==> src/rtl/div_rem_sequencer.sv <==
// Multi-cycle RV32M divider: DIV/DIVU/REM/REMU via radix-2 restoring division,
// with a one-cycle fast path for divide-by-zero, signed overflow and illegal ops.
module div_rem_sequencer #(
  parameter int XLEN = 32
) (
  input  logic            clk,
  input  logic            rst_n,
  input  logic            req_valid_i,
  output logic            req_ready_o,
  input  logic [2:0]      op_i,
  input  logic [XLEN-1:0] a_i,
  input  logic [XLEN-1:0] b_i,
  input  logic            kill_i,
  output logic            res_valid_o,
  input  logic            res_ready_i,
  output logic [XLEN-1:0] res_o,
  output logic            busy_o
);

  localparam int CNT_W = $clog2(XLEN);
  localparam logic [XLEN-1:0]  ZERO     = {XLEN{1'b0}};
  localparam logic [XLEN-1:0]  ONES     = {XLEN{1'b1}};
  localparam logic [XLEN-1:0]  INT_MIN  = {1'b1, {(XLEN-1){1'b0}}};
  localparam logic [CNT_W-1:0] CNT_ZERO = {CNT_W{1'b0}};
  localparam logic [CNT_W-1:0] CNT_ONE  = {{(CNT_W-1){1'b0}}, 1'b1};
  localparam logic [CNT_W-1:0] CNT_LAST = CNT_W'(XLEN-1);

  typedef enum logic [2:0] {
    S_IDLE = 3'd0,
    S_PREP = 3'd1,
    S_ITER = 3'd2,
    S_FIX  = 3'd3,
    S_DONE = 3'd4
  } state_t;

  function automatic logic [XLEN-1:0] negate(input logic [XLEN-1:0] v);
    return (~v) + {{(XLEN-1){1'b0}}, 1'b1};
  endfunction

  state_t            state_r;
  logic [2:0]        op_r;
  logic [XLEN-1:0]   a_r, b_r, q_r, rem_r, div_r, res_r;
  logic              neg_q_r, neg_r_r, res_valid_r;
  logic [CNT_W-1:0]  cnt_r;

  logic              signed_op_s, rem_op_s, fast_s;
  logic [XLEN-1:0]   fast_res_s, a_abs_s, b_abs_s;
  logic [XLEN:0]     rem_shift_s, diff_s;
  logic              ge_s;
  logic [XLEN-1:0]   rem_next_s, q_next_s, q_fix_s, rem_fix_s;

  assign req_ready_o = (state_r == S_IDLE) & ~kill_i;
  assign busy_o      = (state_r != S_IDLE);
  assign res_valid_o = res_valid_r;
  assign res_o       = res_r;

  // Operand classification and fast-path result for special cases
  always_comb begin
    signed_op_s = ~op_r[0];
    rem_op_s    = op_r[1];
    fast_s      = 1'b1;
    fast_res_s  = ZERO;
    if (!op_r[2]) begin
      fast_res_s = ZERO;
    end else if (b_r == ZERO) begin
      fast_res_s = rem_op_s ? a_r : ONES;
    end else if (signed_op_s && (a_r == INT_MIN) && (b_r == ONES)) begin
      fast_res_s = rem_op_s ? ZERO : INT_MIN;
    end else begin
      fast_s     = 1'b0;
      fast_res_s = ZERO;
    end
  end

  // Magnitudes, one restoring step (XLEN+1 wide) and final sign fix-up
  always_comb begin
    a_abs_s     = (signed_op_s && a_r[XLEN-1]) ? negate(a_r) : a_r;
    b_abs_s     = (signed_op_s && b_r[XLEN-1]) ? negate(b_r) : b_r;
    rem_shift_s = {rem_r, q_r[XLEN-1]};
    diff_s      = rem_shift_s - {1'b0, div_r};
    ge_s        = ~diff_s[XLEN];
    rem_next_s  = ge_s ? diff_s[XLEN-1:0] : rem_shift_s[XLEN-1:0];
    q_next_s    = {q_r[XLEN-2:0], ge_s};
    q_fix_s     = neg_q_r ? negate(q_r) : q_r;
    rem_fix_s   = neg_r_r ? negate(rem_r) : rem_r;
  end

  // Control FSM and datapath registers; kill overrides every state
  always_ff @(posedge clk or negedge rst_n) begin
    if (!rst_n) begin
      state_r     <= S_IDLE;
      op_r        <= 3'b000;
      a_r         <= ZERO;
      b_r         <= ZERO;
      q_r         <= ZERO;
      rem_r       <= ZERO;
      div_r       <= ZERO;
      res_r       <= ZERO;
      neg_q_r     <= 1'b0;
      neg_r_r     <= 1'b0;
      res_valid_r <= 1'b0;
      cnt_r       <= CNT_ZERO;
    end else if (kill_i) begin
      state_r     <= S_IDLE;
      res_valid_r <= 1'b0;
      res_r       <= ZERO;
    end else begin
      case (state_r)
        S_IDLE: begin
          if (req_valid_i) begin
            op_r    <= op_i;
            a_r     <= a_i;
            b_r     <= b_i;
            state_r <= S_PREP;
          end
        end
        S_PREP: begin
          if (fast_s) begin
            res_r       <= fast_res_s;
            res_valid_r <= 1'b1;
            state_r     <= S_DONE;
          end else begin
            q_r     <= a_abs_s;
            div_r   <= b_abs_s;
            rem_r   <= ZERO;
            neg_q_r <= signed_op_s & (a_r[XLEN-1] ^ b_r[XLEN-1]);
            neg_r_r <= signed_op_s & a_r[XLEN-1];
            cnt_r   <= CNT_LAST;
            state_r <= S_ITER;
          end
        end
        S_ITER: begin
          rem_r <= rem_next_s;
          q_r   <= q_next_s;
          cnt_r <= cnt_r - CNT_ONE;
          if (cnt_r == CNT_ZERO) begin
            state_r <= S_FIX;
          end
        end
        S_FIX: begin
          res_r       <= rem_op_s ? rem_fix_s : q_fix_s;
          res_valid_r <= 1'b1;
          state_r     <= S_DONE;
        end
        S_DONE: begin
          if (res_ready_i) begin
            res_valid_r <= 1'b0;
            state_r     <= S_IDLE;
          end
        end
        default: begin
          res_valid_r <= 1'b0;
          state_r     <= S_IDLE;
        end
      endcase
    end
  end

endmodule

==> config.mk <==
export PLATFORM = sky130hd
export DESIGN_NAME = div_rem_sequencer
export DESIGN_NICKNAME = d
export VERILOG_FILES = /design/src/rtl/div_rem_sequencer.sv
export SDC_FILE = /design/constraint.sdc
export NUM_CORES = 1
export LEC_CHECK = 0
export BUFFER_PORTS_ARGS = -buffer_cell sky130_fd_sc_hd__clkbuf_2
export CORE_MARGIN = 4
export CORE_UTILIZATION = 39
export DETAILED_ROUTE_END_ITERATION = 16
export PLACE_DENSITY = 0.54
export SKIP_LAST_GASP = 1
export SLEW_MARGIN = 0
export SYNTH_ARGS = -nofsm -noshare
export SYNTH_HDL_FRONTEND = slang
export SYNTH_SLANG_ARGS = --single-unit
==> constraint.sdc <==
create_clock -name clk -period 5 [get_ports clk]
set_clock_uncertainty 0.1 [all_clocks]
set_input_delay 0 -clock clk [delete_from_list [all_inputs] [get_ports clk]]
set_output_delay 0 -clock clk [all_outputs]
set_load 0.005 [all_outputs]
==> run summary, run 1 <==
Outcome - finished, violations left
Failing checks - negative hold slack
Met3 global-route usage - 3.29%
Initial antenna violation count - 0
Mean area per synthesized cell - 8.73 sq um
Worst reg2reg path startpoint - b_r[0]
Fillers - 3268
Total CTS buffers - 26
Port Buf Inserts - 106
Seq/Total Area, Yosys - 38.4%
Mapped Nets - 1650
Setup TNS - 0 ns
RSZ-0062 raised after global routing - no
GR Util met2 - 32.4%
Crit. End Element - flip-flop
Die W - 194 microns
Final antenna-violating net count - 0
Clk slew on worst S/H paths - 0.06 ns
P per Cell Area - 474 mW/mm^2
DP Wirelength - 29.2 mm
EDFF count, synth - 0
Post-Syn Instances - 1538
Combinational Power Share - 37.7%
Total GRT Usage - 21.3%
Flop pwr share - 35.7%
Most common cell after layout, fill and taps aside - dfrtp_1
Vias in the first global route - 11524
Worst setup SP type - flip-flop
P_int - 0.00457 W
Slew HR - 23.4%
Gr ovfl total - 0
Initial Util - 39.7%
Antenna cell count - 0
Clock power share - 26.6%
Max-cap violations - 0
Hold_ws - -0.0379 ns
Final Hold Viols - 6
Synthesis Warnings - 0
CP required - 5.39 ns
CTS tree - built
Final wirelength - 40.8 mm
Final Setup Violations - 0
Residual DRC - 0
Worst VDD drop - 290 uV
Grt met1 use - 31.9%
Largest net degree at the start of global routing - 117
Root Buffer - clkbuf_16
Worst Path Arrival - 4.59 ns
Ys flop type - dfrtp_1
Fraction of registers with async set/reset - 100%
Avg WL per Cell - 19.1 microns
Worst Hold Class - primary input to async pin
RR Endpoint - state_r[2]
Leak - 7.21 nW
P_sw - 0.00302 W
Fin crit period - 4.20 ns
Commonest cells after routing, fill and taps aside - dfrtp_1, nand2_1, o21ai_0, a21oi_1, clkbuf_2
Detailed Routing Iterations Pass 1 - 6
Via/cell ratio - 5.54
Final Cycle Share - 84.0%
CTS Sinks - 206
Net count reported at finish - 1790
First-pass GRT wire length - 65.8 mm
Max Clk Rate - 0.238 GHz
Crit path max fanout - 7
Core Region - 0.0338 sq mm
Distinct cell type count after synthesis - 70
Clock Path Buffers - 3
Total power - 0.00759 W
Layout area overhead - 19.3%
Top Ports - 107
Slew @ Worst Pin - 1.15 ns
Clock Latency Late Sink - 0.55 ns
Critical path type - flip-flop to flip-flop
FP Rows - 67
Synthesized area - 0.0134 sq mm
FF+latch count, synth - 206
Die Ht - 194 microns
GRT busiest layer - met2
H-tree depth - 1
Reg2Reg Depth - 12
Reg2Reg Setup Slack - 0.80 ns
Die Area - 0.0375 sq mm
Fin. max-slew vios - 0
Drt initial violations - 978
Routability congestion estimate - 0.878
Layout cells sized above 1 - 15.9%
Via Count - 11868
Sw Ratio - 39.8%
kinds of logic (layout without fill, tap and decap cells):
kind of cell    Yosys count  after routing  synth area share, %
simple gates            458            458                 16.7
mux                      91             91                 7.42
fa+ha+maj                40             40                 3.78
compound gates          442            442                 19.8
xor+xnor                139            139                 9.07
flops                   206            206                 38.4
buf+inv                 162            320                 4.83
routing by layer:
layer,up-vias,share of wire (%)
met5,-,0
met4,0,2.5
met3,56,5.5
met2,334,44
met1,5681,48
li1,5797,-
cell type report:
cell class	count	area [sq um]	area share, %
clock inverters	14	188	1.17
clock buffers	32	733	4.58
flip-flops and latches	206	5150	32.2
inverters	72	270	1.69
well taps	448	561	3.50
multi-input cells	1170	7650	47.7
repair buffers	202	1470	9.15
registers in the layout, summed over array words and instances (netlist names):
name / cells
rem_r: 32
neg_q_r: 1
op_r: 3
a_r: 32
q_r: 32
state_r: 3
cnt_r: 5
b_r: 32
res_valid_o: 1
div_r: 32
neg_r_r: 1
res_o: 32
stage by stage:
stage                     area (sq um)  setup slack [ns]  util (%)  instances  hold WS (ns)
after global placement           14400              1.01      42.6       2026        0.0399
after global routing             16000             0.565      47.4       2144        0.0589
after floorplan                  13400              1.53         -       1538        -0.396
final                            16000             0.799      47.4       2144       -0.0379
after CTS                        16000             0.849      47.4       2144        0.0237
after detailed placement         14400             0.870      42.6       2026        0.0220
worst max-delay path, stage by stage (launching register included):
cell and delay, ns:
dfrtp_1 0.41, inv_1 0.10, ha_1 0.16, or3b_1 0.42, nor4_4 0.37, nand4_1 0.31
nor4_4 0.53, a2111oi_1 0.15, inv_1 0.28, buf_4 0.24, nand2_1 0.26, a21oi_1 0.25
dlygate4sd3_1 0.57
worst max path at each step:
| stage | from | endpoint | slack [ns] |
|---|---|---|---|
| after floorplan | q_r[31] | rem_r[25] | 1.53 |
| after global placement | q_r[31] | rem_r[10] | 1.01 |
| after detailed placement | q_r[31] | rem_r[22] | 0.87 |
| after CTS | q_r[31] | rem_r[22] | 0.85 |
| after global routing | q_r[31] | rem_r[10] | 0.57 |
| final | b_r[0] | state_r[2] | 0.80 |
cells in the mapped netlist, drive strengths merged (10+ instances only):
library cell  count  area [sq um]
nor2             72           278
mux2             68           766
o211ai           16           120
nor3             29           145
a21o             10          75.1
or3              18           113
o21ai           165           826
o41ai            13           114
nor2b            11          68.8
mux2i            23           230
xnor2            66           578
and3             13          81.3
xor2             73           639
dfrtp           206          5150
nand3            18          90.1
o31ai            24           180
nand2b           14          87.6
nand2           200           751
nor4             23           201
inv              72           270
a31oi            12          75.1
or4              19           146
a32oi            12           105
ha               39           488
clkbuf           74           279
a21oi           130           651
buf              16          98.8
nand4            12          75.1
repair_timing:
action	CTS	global route
endpoints found under the setup margin	0	0
gates resized for setup	0	0
hold buffers	72	0
endpoints found under the hold margin	163	0
buffers inserted	0	0
power by group through the flow:
stage | Sequential (W) | Clock (W) | Combinational, W
floorplan | 0.00247 | 0 | 0.00225
global placement | 0.00272 | 0 | 0.00279
detailed placement | 0.00273 | 0 | 0.00279
CTS | 0.00270 | 0.00207 | 0.00285
global route | 0.00279 | 0.00213 | 0.00322
finish | 0.00271 | 0.00202 | 0.00286
No activity file was read; power rests on OpenSTA's default activity.
==> run 2, diff against run 1 <==
- clock period: 5 -> 4.3 ns (I/O delays scaled with it)
==> run summary, run 2 (synthesized netlist as in run 1, its figures left out) <==
Total CTS buffers - 26 (unchanged)
Leak - 7.30 nW (was 7.21 nW)
RR Endpoint - state_r[2] (unchanged)
Final Cycle Share - 88.9% (was 84.0%)
Via Count - 11846 (was 11868)
H-tree depth - 1 (unchanged)
Final Setup Violations - 0 (unchanged)
Crit. End Element - flip-flop (unchanged)
Flop pwr share - 36.0% (was 35.7%)
Layout area overhead - 20.3% (was 19.3%)
Drt initial violations - 773 (was 978)
Die Area - 0.0375 sq mm (unchanged)
Slew @ Worst Pin - 1.16 ns (was 1.15 ns)
CTS tree - built (unchanged)
Largest net degree at the start of global routing - 108 (was 117)
Crit path capture - state_r[2] (unchanged)
Worst Setup SP - a_r[19] (was b_r[0])
CTS Sinks - 206 (unchanged)
Clock Latency Late Sink - 0.55 ns (about the same)
Reg2Reg Depth - 9 (was 12)
First-pass GRT wire length - 64.8 mm (was 65.8 mm)
Crit path max fanout - 8 (was 7)
Fin. max-slew vios - 0 (unchanged)
RSZ-0062 raised after global routing - no (unchanged)
Max Clk Rate - 0.262 GHz (was 0.238 GHz)
Core Region - 0.0338 sq mm (unchanged)
Die Ht - 194 microns (unchanged)
Initial antenna violation count - 0 (unchanged)
Area after DPL - 0.0145 sq mm (was 0.0144 sq mm)
Initial Util - 39.7% (unchanged)
Total GRT Usage - 21.1% (was 21.3%)
FP Rows - 67 (unchanged)
Commonest cells after routing, fill and taps aside - dfrtp_1, nand2_1, o21ai_0, a21oi_1, clkbuf_2 (unchanged)
P_int - 0.00536 W (was 0.00457 W)
Slew HR - 22.3% (was 23.4%)
# Post-CTS Setup Buffers - 0 (unchanged)
P per Cell Area - 547 mW/mm^2 (was 474 mW/mm^2)
CTS Hold Bufs - 73 (was 72)
Antenna cell count - 0 (unchanged)
Sw Ratio - 39.3% (was 39.8%)
Worst Hold Class - primary input to async pin (unchanged)
Clock power share - 26.8% (was 26.6%)
P_sw - 0.00348 W (was 0.00302 W)
Outcome - completed (was finished, violations left)
Total power - 0.00884 W (was 0.00759 W)
CP required - 4.68 ns (was 5.39 ns)
Root Buffer - clkbuf_16 (unchanged)
Port Buf Inserts - 106 (unchanged)
Via/cell ratio - 5.48 (was 5.54)
Final Hold Viols - 0 (was 6)
Final instance area - 0.0162 sq mm (was 0.0160 sq mm)
Final antenna-violating net count - 0 (unchanged)
Top Ports - 107 (unchanged)
Vias in the first global route - 11306 (was 11524)
Fin crit period - 3.82 ns (was 4.20 ns)
Reg2Reg Setup Slack - 0.48 ns (was 0.80 ns)
Worst Path Arrival - 4.20 ns (was 4.59 ns)
Worst VDD drop - 382 uV (was 290 uV)
Combinational Power Share - 37.2% (was 37.7%)
Worst setup SP type - flip-flop (unchanged)
Most common cell after layout, fill and taps aside - dfrtp_1 (unchanged)
Max-cap violations - 0 (unchanged)
Clk slew on worst S/H paths - 0.06 ns (about the same)
Detailed Routing Iterations Pass 1 - 5 (was 6)
Clock Path Buffers - 3 (unchanged)
Resized Gates After CTS - 0 (unchanged)
Routability congestion estimate - 0.905 (was 0.878)
Net count reported at finish - 1806 (was 1790)
DP Wirelength - 30.1 mm (was 29.2 mm)
Setup TNS - 0 ns (unchanged)
Worst reg2reg path startpoint - a_r[19] (was b_r[0])
Avg WL per Cell - 18.8 microns (was 19.1 microns)
Residual DRC - 0 (unchanged)
Layout cells sized above 1 - 16.6% (was 15.9%)
Critical path type - flip-flop to flip-flop (unchanged)
Die W - 194 microns (unchanged)
Hold_ws - 0.0132 ns (was -0.0379 ns)
Final wirelength - 40.6 mm (was 40.8 mm)
Gr ovfl total - 0 (unchanged)
## run 2: cell types whose count changed in the layout (fill, tap and decap cells not counted)
cell | previous run | this run
bufinv_16 | 4 | 5
clkinv_2 | 7 | 8
dlygate4sd3_1 | 72 | 73
clkinv_4 | 1 | 0
clkbuf_1 | 0 | 3
buf_4 | 22 | 37
clkbuf_8 | 7 | 5
## run 2: how the worst min path moves through the flow
stage / cells after the start / slack, ns / end / from
CTS: 3 / 0.09 / b_r[30] / b_i[30]
finish: 2 / 0.01 / rem_r[16] / rst_n
detailed placement: 1 / 0.10 / rem_r[16] / rst_n
global route: 3 / 0.11 / b_r[19] / b_i[19]
global placement: 1 / 0.10 / rem_r[16] / rst_n
floorplan: 0 / -0.40 / a_r[0] / rst_n
## run 2: cell type report
class                   instances  area [sq um]
inverters                      72           270
clock inverters                15           214
clock buffers                  33           717
flip-flops and latches        206          5150
multi-input cells            1170          7650
well taps                     448           561
fillers                      3228         17600
repair buffers                218          1590
## run 2: critical path, stage by stage, from the launching register on
cell	delay [ns]
dfrtp_1	0.47
or4_1	0.63
nor4_1	0.56
nand3b_1	0.22
nor2_1	0.32
a2111oi_1	0.17
inv_1	0.27
nand2_1	0.27
a21oi_1	0.18
dlygate4sd3_1	0.56
## run 2: per-stage QoR
| step | cells | utilization, % | worst slack (ns) |
|---|---|---|---|
| 6_report | 2162 | 47.8 | 0.476 |
| 5_1_grt | 2162 | 47.8 | 0.185 |
| 4_1_cts | 2162 | 47.8 | 0.495 |
| 3_5_place_dp | 2041 | 42.9 | 0.527 |
| 3_3_place_gp | 2041 | 42.9 | 0.613 |
| 2_1_floorplan | 1538 | - | 0.826 |
## run 2: routing by layer
metal,up-vias,share of wire [%],track usage (%),routed length [microns]
met2,321,44,32.6,17800
met4,0,2.1,4.22,833
met5,-,0,0,0
met1,5665,48,31.3,19600
li1,5811,-,-,-
met3,49,5.9,3.57,2390
## run 2: power groups by stage
stage,Clock [W],Combinational (W),Sequential (W)
final,0.00237,0.00329,0.00318
after global routing,0.00250,0.00371,0.00327
after CTS,0.00243,0.00328,0.00317
after detailed placement,0,0.00322,0.00321
after global placement,0,0.00319,0.00319
after floorplan,0,0.00262,0.00287
==> run 3, diff against run 2 <==
- ABC_AREA: default -> 1
- TNS_END_PERCENT: default -> 20
==> run summary, run 3 <==
Fillers - 4116 (was 3228)
Worst path bufs/invs - 1 (was 2)
CTS Sinks - 206 (unchanged)
Layout area overhead - 17.2% (was 20.3%)
H-tree depth - 1 (unchanged)
Final Cycle Share - 71.2% (was 88.9%)
FF+latch count, synth - 206 (unchanged)
CP required - 4.63 ns (was 4.68 ns)
FP Rows - 72 (was 67)
Final Hold Viols - 0 (unchanged)
Commonest cells after routing, fill and taps aside - nand2_1, nor2_1, inv_1, nand3_1, dfrtp_1 (was dfrtp_1, nand2_1, o21ai_0, a21oi_1, clkbuf_2)
P per Cell Area - 666 mW/mm^2 (was 547 mW/mm^2)
P_sw - 0.00593 W (was 0.00348 W)
Fin. max-slew vios - 0 (unchanged)
Die Ht - 206 microns (was 194 microns)
Fin crit period - 3.06 ns (was 3.82 ns)
Distinct cell type count after synthesis - 45 (was 70)
Largest net degree at the start of global routing - 101 (was 108)
Fraction of registers with async set/reset - 100% (unchanged)
Initial Util - 39.5% (was 39.7%)
Die W - 206 microns (was 194 microns)
Final wirelength - 55.3 mm (was 40.6 mm)
DP Wirelength - 42.6 mm (was 30.1 mm)
Gr ovfl total - 0 (unchanged)
Clock Latency Late Sink - 0.55 ns (about the same)
Worst Path Arrival - 3.39 ns (was 4.20 ns)
RSZ-0062 raised after global routing - no (unchanged)
Post-Syn Instances - 2373 (was 1538)
Share of the synthesized area in the top cell type - 33.7% (was 38.4%)
Slew HR - 27.5% (was 22.3%)
P_int - 0.00599 W (was 0.00536 W)
# Post-CTS Setup Buffers - 0 (unchanged)
Die Area - 0.0424 sq mm (was 0.0375 sq mm)
CP top delay family - simple AND/OR/NAND/NOR gates (unchanged)
Final Setup Violations - 0 (unchanged)
Synthesis Warnings - 0 (unchanged)
Drt initial violations - 1443 (was 773)
Slew @ Worst Pin - 1.09 ns (was 1.16 ns)
Clock power share - 19.8% (was 26.8%)
Net count reported at finish - 2625 (was 1806)
Clk slew on worst S/H paths - 0.06 ns (about the same)
Crit. End Element - flip-flop (unchanged)
Synth area leaders - dfrtp_1, nand2_1, nand3_1, nor2_1, inv_1 (was dfrtp_1, mux2_2, nand2_1, o21ai_0, a21oi_1)
Top post-synthesis cells by count - nand2_1, nor2_1, inv_1, nand3_1, dfrtp_1 (was dfrtp_1, nand2_1, o21ai_0, a21oi_1)
Initial antenna violation count - 0 (unchanged)
EDFF count, synth - 0 (unchanged)
Max Clk Rate - 0.327 GHz (was 0.262 GHz)
Port Buf Inserts - 106 (unchanged)
Flop pwr share - 29.4% (was 36.0%)
Most instantiated library cell after synthesis - nand2_1 (was dfrtp_1)
Synthesized area - 0.0153 sq mm (was 0.0134 sq mm)
Worst-path cell chain - inv_1, ha_1, fa_1, nand3b_1, nand2_1, nand2_1, nand2_1, nand2_1, nand2_1, nand2_1, nand2_1, nand2_1, nand2_2, nand2_1, nand3_1, nand2_1 (was or4_1, nor4_1, nand3b_1, nor2_1, a2111oi_1, inv_1, nand2_1, a21oi_1, dlygate4sd3_1)
Most used cell, CP - nand2_1
Worst setup SP type - flip-flop (unchanged)
Final antenna-violating net count - 0 (unchanged)
CTS tree - built (unchanged)
Multi-input gate area - 0.00874 sq mm (was 0.00765 sq mm)
Routability congestion estimate - 0.998 (was 0.905)
Biggest area consumer among synthesized cells - dfrtp_1 (unchanged)
Root Buffer - clkbuf_16 (unchanged)
Core Region - 0.0387 sq mm (was 0.0338 sq mm)
Critical path type - flip-flop to flip-flop (unchanged)
Layout cells sized above 1 - 9.36% (was 16.6%)
Worst VDD drop - 452 uV (was 382 uV)
Total GRT Usage - 25.8% (was 21.1%)
Via Count - 15879 (was 11846)
Seq/Total Area, Yosys - 33.7% (was 38.4%)
Antenna cell count - 0 (unchanged)
Total power - 0.0119 W (was 0.00884 W)
Avg WL per Cell - 18.1 microns (was 18.8 microns)
Via/cell ratio - 5.20 (was 5.48)
Worst path max stage delay - 0.52 ns (was 0.63 ns)
Setup TNS - 0 ns (unchanged)
Detailed Routing Iterations Pass 1 - 6 (was 5)
Worst Hold Class - primary input to flip-flop (was primary input to async pin)
Top Ports - 107 (unchanged)
Leak - 9.43 nW (was 7.30 nW)
Storage cell area - 0.00515 sq mm (unchanged)
Combinational Power Share - 50.7% (was 37.2%)
Critical path's slowest cell - nand2_2 (was or4_1)
Total CTS buffers - 26 (unchanged)
Vias in the first global route - 14712 (was 11306)
Mean area per synthesized cell - 6.44 sq um (was 8.73 sq um)
Mapped Nets - 2485 (was 1650)
Most common cell after layout, fill and taps aside - nand2_1 (was dfrtp_1)
Ys flop type - dfrtp_1 (unchanged)
First-pass GRT wire length - 85.6 mm (was 64.8 mm)
Sw Ratio - 49.8% (was 39.3%)
Crit path max fanout - 33 (was 8)
Clock Path Buffers - 3 (unchanged)
Max-cap violations - 0 (unchanged)
Residual DRC - 0 (unchanged)
Outcome - completed (unchanged)
-- run 3: timing repair --
action / CTS / global route
resized for setup: 0 / 0
hold buffers: 74 / 0
hold endpoints to repair: 166 / 0
-- run 3: power by group through the flow --
| stage | Combinational (W) | Clock [W] | Sequential (W) |
|---|---|---|---|
| global placement | 0.00586 | 0 | 0.00349 |
| detailed placement | 0.00589 | 0 | 0.00350 |
| CTS | 0.00598 | 0.00242 | 0.00347 |
| finish | 0.00605 | 0.00236 | 0.00351 |
| global route | 0.00678 | 0.00251 | 0.00359 |
| floorplan | 0.00430 | 0 | 0.00311 |
-- run 3: layout make-up --
class,instances,share of cell area [%]
clock buffer,33,4.18
sequential,206,28.8
tap,518,3.62
timing repair buffer,196,7.88
clock inverter,15,1.04
multi-input combinational,1811,48.8
inverter,272,5.70
-- run 3: layer usage --
metal,track usage (%),up-vias,wire length [microns]
met4,4.49,0,818
met5,0,-,0
met1,41.4,7421,27900
met2,37.8,493,23100
li1,-,7915,-
met3,2.21,50,3450
-- run 3: kinds of logic after synthesis --
kind of cell / share of synthesized area (%)
multiplexers: 1.11
AND/OR/NAND/NOR: 36.8
XOR/XNOR: 3.21
buffers and inverters: 9.25
adder cells (fa/ha/maj): 3.32
flip-flops: 33.7
AO/OA/AOI/OAI: 12.6
-- run 3: worst reg2reg max path: stages (launching register included) --
cell	delay, ns
dfrtp_1	0.34
inv_1	0.08
ha_1	0.23
fa_1	0.41
nand3b_1	0.17
nand2_1	0.15
nand2_1	0.07
nand2_1	0.14
nand2_1	0.07
nand2_1	0.11
nand2_1	0.10
nand2_1	0.10
nand2_1	0.07
nand2_2	0.52
nand2_1	0.13
nand3_1	0.13
nand2_1	0.05
-- run 3: worst paths after layout --
check                             start   endpoint  slack (ns)  depth (start not counted)
worst max-delay path            q_r[31]  rem_r[26]        1.24                         16
worst min-delay path            b_i[15]    b_r[15]        0.13                          3
worst max register to register  q_r[31]  rem_r[26]        1.24                         16
worst min register to register   q_r[0]     q_r[0]        0.38                          2
max in group asynchronous         rst_n     a_r[3]        2.72                          4
min in group asynchronous         rst_n  div_r[14]        0.42                          3
-- run 3: per-stage QoR --
| step | util, % | hold slack, ns | cells | area (sq um) | worst slack (ns) |
|---|---|---|---|---|---|
| 6_report | 46.2 | 0.128 | 3051 | 17900 | 1.24 |
| 2_1_floorplan | - | -0.396 | 2373 | 15300 | 1.86 |
| 3_3_place_gp | 41.9 | -0.0581 | 2929 | 16200 | 1.36 |
| 5_1_grt | 46.2 | 0.128 | 3051 | 17900 | 0.895 |
| 4_1_cts | 46.2 | 0.0971 | 3051 | 17900 | 1.27 |
| 3_5_place_dp | 41.9 | -0.0612 | 2929 | 16200 | 1.29 |
